## src/rtl/bus_mux_arbiter_pkg.sv

```systemverilog
// Shared definitions for the 4:1 tri-state bus mux arbiter: state encodings,
// default timing parameters and the requester count.
package bus_mux_arbiter_pkg;

  localparam int NUM_REQ      = 4;
  localparam int DEF_MAX_HOLD = 8;
  localparam int DEF_TURN_CYC = 1;

  typedef enum logic [1:0] {
    ST_IDLE  = 2'd0,
    ST_GRANT = 2'd1,
    ST_TURN  = 2'd2
  } arb_state_e;

  function automatic logic [NUM_REQ-1:0] onehot4(input logic [1:0] idx);
    logic [NUM_REQ-1:0] v;
    v      = '0;
    v[idx] = 1'b1;
    return v;
  endfunction

endpackage

```

## src/rtl/bus_mux_arbiter_rr_pick4.sv

```systemverilog
// Combinational 4-way round-robin picker: first asserted request scanning
// last+1, last+2, ... modulo 4, so the previous owner has lowest priority.
module rr_pick4
  import bus_mux_arbiter_pkg::*;
(
  input  logic [NUM_REQ-1:0] req,
  input  logic [1:0]         last,
  output logic [1:0]         win,
  output logic               any
);

  logic [1:0] idx;

  // Scan from farthest to nearest so the nearest asserted request wins.
  always_comb begin
    win = last;
    idx = '0;
    for (int i = NUM_REQ; i >= 1; i--) begin
      idx = last + 2'(i);
      if (req[idx]) win = idx;
    end
    any = |req;
  end

endmodule

```

## src/rtl/bus_mux_arbiter.sv

```systemverilog
// Round-robin arbiter/sequencer driving the select pair and output enable of a
// shared 4:1 tri-state bus mux, with an OE-low turnaround gap between owners.
module bus_mux_arbiter
  import bus_mux_arbiter_pkg::*;
#(
  parameter int MAX_HOLD = DEF_MAX_HOLD,
  parameter int TURN_CYC = DEF_TURN_CYC
) (
  input  logic               clk,
  input  logic               rst_n,
  input  logic [NUM_REQ-1:0] req,
  output logic [NUM_REQ-1:0] gnt,
  output logic [1:0]         sel,
  output logic               oe,
  output logic               busy
);

  localparam int HOLD_W = $clog2(MAX_HOLD + 1);
  localparam int TURN_W = $clog2(TURN_CYC + 1);
  localparam logic [HOLD_W-1:0] HOLD_LAST = HOLD_W'(MAX_HOLD - 1);
  localparam logic [TURN_W-1:0] TURN_LAST = TURN_W'(TURN_CYC - 1);

  arb_state_e         state_q, state_d;
  logic [NUM_REQ-1:0] gnt_q, gnt_d;
  logic [1:0]         sel_q, sel_d;
  logic [1:0]         last_q, last_d;
  logic               oe_q, oe_d;
  logic               busy_q, busy_d;
  logic [HOLD_W-1:0]  hold_q, hold_d;
  logic [TURN_W-1:0]  turn_q, turn_d;

  logic [1:0] win;
  logic       any;

  rr_pick4 u_pick (
    .req  (req),
    .last (last_q),
    .win  (win),
    .any  (any)
  );

  always_comb begin
    state_d = state_q;
    gnt_d   = gnt_q;
    sel_d   = sel_q;
    last_d  = last_q;
    oe_d    = oe_q;
    busy_d  = busy_q;
    hold_d  = hold_q;
    turn_d  = turn_q;
    unique case (state_q)
      ST_IDLE: begin
        if (any) begin
          state_d = ST_GRANT;
          gnt_d   = onehot4(win);
          sel_d   = win;
          last_d  = win;
          oe_d    = 1'b1;
          busy_d  = 1'b1;
          hold_d  = '0;
        end
      end
      ST_GRANT: begin
        hold_d = hold_q + HOLD_W'(1);
        if (!req[last_q] || (hold_q == HOLD_LAST)) begin
          // sel is left untouched so the mux select never moves while OE is high.
          state_d = ST_TURN;
          gnt_d   = '0;
          oe_d    = 1'b0;
          turn_d  = '0;
        end
      end
      ST_TURN: begin
        if (turn_q == TURN_LAST) begin
          if (any) begin
            state_d = ST_GRANT;
            gnt_d   = onehot4(win);
            sel_d   = win;
            last_d  = win;
            oe_d    = 1'b1;
            hold_d  = '0;
          end else begin
            state_d = ST_IDLE;
            busy_d  = 1'b0;
          end
        end else begin
          turn_d = turn_q + TURN_W'(1);
        end
      end
      default: begin
        state_d = ST_IDLE;
        gnt_d   = '0;
        oe_d    = 1'b0;
        busy_d  = 1'b0;
      end
    endcase
  end

  always_ff @(posedge clk or negedge rst_n) begin
    if (!rst_n) begin
      state_q <= ST_IDLE;
      gnt_q   <= '0;
      sel_q   <= '0;
      last_q  <= 2'd3;
      oe_q    <= 1'b0;
      busy_q  <= 1'b0;
      hold_q  <= '0;
      turn_q  <= '0;
    end else begin
      state_q <= state_d;
      gnt_q   <= gnt_d;
      sel_q   <= sel_d;
      last_q  <= last_d;
      oe_q    <= oe_d;
      busy_q  <= busy_d;
      hold_q  <= hold_d;
      turn_q  <= turn_d;
    end
  end

  assign gnt  = gnt_q;
  assign sel  = sel_q;
  assign oe   = oe_q;
  assign busy = busy_q;

endmodule

```

## config.mk

```make
export PLATFORM = sky130hd
export DESIGN_NAME = bus_mux_arbiter
export DESIGN_NICKNAME = d
export VERILOG_FILES = /design/src/rtl/bus_mux_arbiter_pkg.sv /design/src/rtl/bus_mux_arbiter_rr_pick4.sv /design/src/rtl/bus_mux_arbiter.sv
export SDC_FILE = /design/constraint.sdc
export NUM_CORES = 1
export LEC_CHECK = 0
export CAP_MARGIN = 20
export CORE_UTILIZATION = 35
export CTS_CLUSTER_SIZE = 30
export DETAILED_ROUTE_END_ITERATION = 6
export PLACE_DENSITY = 0.56
export SLEW_MARGIN = 20
export SYNTH_ARGS = -nofsm -noshare
export SYNTH_HDL_FRONTEND = slang
export SYNTH_HIERARCHICAL = 1
export SYNTH_SLANG_ARGS = --single-unit
```

## constraint.sdc

```tcl
create_clock -name clk -period 1.42 [get_ports clk]
set_input_delay 0.213 -clock clk [delete_from_list [all_inputs] [get_ports clk]]
set_output_delay 0.213 -clock clk [all_outputs]
set_load 0.01 [all_outputs]
```

==> impl_results.md <==
* Maximum VDD drop at 0.00119 V
* R2R setup slack at -0.10 ns
* Static leakage at 0.549 nW
* Synthesized cell area at 830 sq um
* Worst Path Required at 1.60 ns
* Cts bufs inserted at 3
* Share of cells above drive strength 1 at 26.6%
* Largest net degree at the start of global routing at 17
* I/O Buffers at 13
* H-tree depth at 1
* Routed WL at 1780 um
* Vias after detailed routing at 694
* Pwr dens at 2080 nW/um^2
* Seq/Total Area, Yosys at 48.6%
* Total Power at 2.41 mW
* # IOs at 14
* Total grt overflow at 0
* Final period util at 107%
* Worst R2R End: gnt[3]
* Max stage delay cell, worst path: dfstp_2
* Post-route setup slack at -0.103 ns
* Die Area at 2570 sq um
* Met1 Wirelength at 906 um
* Clock latency on the worst-skew pair at 0.29 ns
* Final Cell Area at 1160 sq um
* Synth Register Bits at 16
* Reg2Reg Depth at 3
* Buf/Inv on CP at 0
* CP max FO at 6
* Average cell area after synthesis at 9.65 sq um
* Top Layer Used: met4
* Crit start category: flop
* Row cnt at 17
* YS warnings at 6
* Failing checks: negative setup slack
* WL met3 at 58 um
* Fmax at 657 MHz
* FF-to-FF Start: last_q[0]
* DRC at 0
* CTS max path bufs at 2
* Crit-path leading delay family: flip-flops
* RSZ-0062 raised after global routing: yes
* Crit path cell chain: mux4_2 > nand3_4 > o22ai_1
* Vias in the first global route at 711
* Ant. Diodes at 0
* Per-cell routed wire length at 13.0 um
* Placement Cell Area at 1030 sq um
* Max-slew violations at 0
* Initial antenna violation count at 0
* Drt via density at 5.07
* Max Cap Viol at 0
* Core Region at 2230 sq um
* Cts hold-fix bufs at 0
* Met2 wire length at 787 um
* Worst hold margin at 0.231 ns
* Setup CP Type: flop to flop
* Syn-to-layout area delta at 39.8%
* Setup slack after placement at -0.274 ns
* Clk slew on worst S/H paths at 0.10 ns
* Minimum clock period at 1.52 ns
* Die Ht at 50.7 um
* # setup viols final at 7
* Syn nets at 93
* Sink Count at 16
* Rel. slew slack at 78.3%
* DRT iter0 DRCs at 8
* Post-DRT Antenna Nets at 0
* Root Buffer: clkbuf_4
* Post-DP HPWL at 1280 um
* Die width at 50.7 um
* Final nets at 117
* GPL Wtd Cong at 0.715
* Tot GR Track Use at 16.4%
* First-pass GRT wire length at 3110 um
* CTS tree: done
* Number of fill cells at 213
* CP peak stage delay at 0.62 ns
* HP Class: input port to asynchronous set/reset pin
* Initial Utilization at 37.1%
* Count of cell types in the netlist at 26
* Layout Skew at 0.00208 ns
* Synth Instances at 86
* First-pass detailed-route iteration total at 4
* Critical Path AT at 1.70 ns
* Slew of the pin with the lowest slew margin at 0.323 ns
* Crit path capture type: flop
* Final Hold Fails at 0
* Outcome: complete, but fails checks
==> synthesized netlist by cell type <==
cell type   n  share of area [%]
nand2_1    21                9.5
clkinv_1    1               0.45
a21oi_1     2                1.2
xor2_1      2                2.1
mux4_2      1                2.7
nand2b_1    2                1.5
o21ai_0     3                1.8
buf_2       2                1.2
dfstp_2     2                6.3
nor3_1      1               0.60
o22ai_1     7                5.3
nand4b_1    1                1.1
dfrtp_1    14                 42
a32oi_1     1                1.1
mux2i_1     5                6.0
a211oi_2    1                1.5
o2bb2ai_1   1                1.1
nand3_2     1                1.2
a31oi_1     2                1.5
nor2_1      4                1.8
inv_1       3                1.4
maj3_1      1                1.2
ha_1        1                1.5
nand3b_1    1               0.91
xnor2_1     1                1.1
nor2b_1     5                3.8
==> cell usage in the layout, fill, tap and decap left out, types with 2 or more instances in the layout <==
master,Yosys,final
nand2_1,21,17
dfrtp_1,14,14
o22ai_1,7,7
buf_4,0,7
mux2i_1,5,5
clkdlybuf4s50_1,0,5
dlygate4sd2_1,0,5
nor2_1,4,4
nor2b_1,5,4
inv_1,3,3
nand2_2,0,3
clkbuf_4,0,3
dlymetal6s2s_1,0,3
o21ai_2,0,2
xor2_1,2,2
dfstp_2,2,2
==> logic make-up (layout without fill, tap and decap cells) <==
kind of cell | after synthesis | in the layout | synth area share, %
AOI/OAI and AO/OA | 17 | 17 | 13.4
xor gates and xnor gates | 3 | 3 | 3.17
adders and majority gates | 2 | 2 | 2.71
buffers and inverters | 6 | 29 | 3.02
DFF | 16 | 16 | 48.6
muxes | 6 | 6 | 8.75
and+or+nand+nor | 36 | 36 | 20.4
==> metal layers <==
layer,track usage (%),up-vias
met4,8.33,0
met1,21.5,330
li1,-,348
met3,2.73,4
met5,0,-
met2,26.0,12
==> worst max path at each step <==
stage                     startpoint     end  cells past startpoint
after floorplan            last_q[0]  gnt[0]                      3
after global placement        req[1]  gnt[0]                      7
after detailed placement      req[0]  gnt[0]                      7
after CTS                  last_q[0]  gnt[1]                      6
after global routing       last_q[1]  gnt[0]                      6
final                      last_q[0]  gnt[3]                      3
==> registers in the layout, summed over array words and instances, names as in the netlist <==
register,count
oe,1
state_q,2
last_q,2
hold_q,4
busy,1
sel,2
gnt,4
==> final cells by class <==
cell class                 instances  area (sq um)  area share (%)
multi-input combinational         64           475            41.0
sequential                        16           403            34.7
timing repair buffer              21           195            16.8
clock buffer                       4          36.3            3.13
tap                               28          35.0            3.02
inverter                           4          15.0            1.29
==> worst reg2reg max path, cell delays in order (launching register included) <==
cell	delay, ns
dfstp_2	0.62
mux4_2	0.58
nand3_4	0.13
o22ai_1	0.08
==> timing repair <==
item                                    in CTS  in global routing
hold endpoints to repair                     0                  0
setup buffers                                1                  1
endpoints found under the setup margin      12                 14
pin swaps                                    6                  5
resized for setup                           10                 17
==> power by group <==
group	internal [mW]	total [mW]	switching [mW]
Sequential	0.681	0.889	0.209
Clock	0.156	0.305	0.149
Combinational	0.613	1.21	0.602
==> metrics by stage <==
step	setup TNS [ns]	util [%]	instances
2_1_floorplan	0	-	86
3_3_place_gp	-1.87	46.1	131
3_5_place_dp	-2.09	46.1	131
6_report	-0.648	51.9	137
4_1_cts	-0.574	48.7	136
5_1_grt	-1.27	51.9	137
No activity file was read; power rests on OpenSTA's default activity.
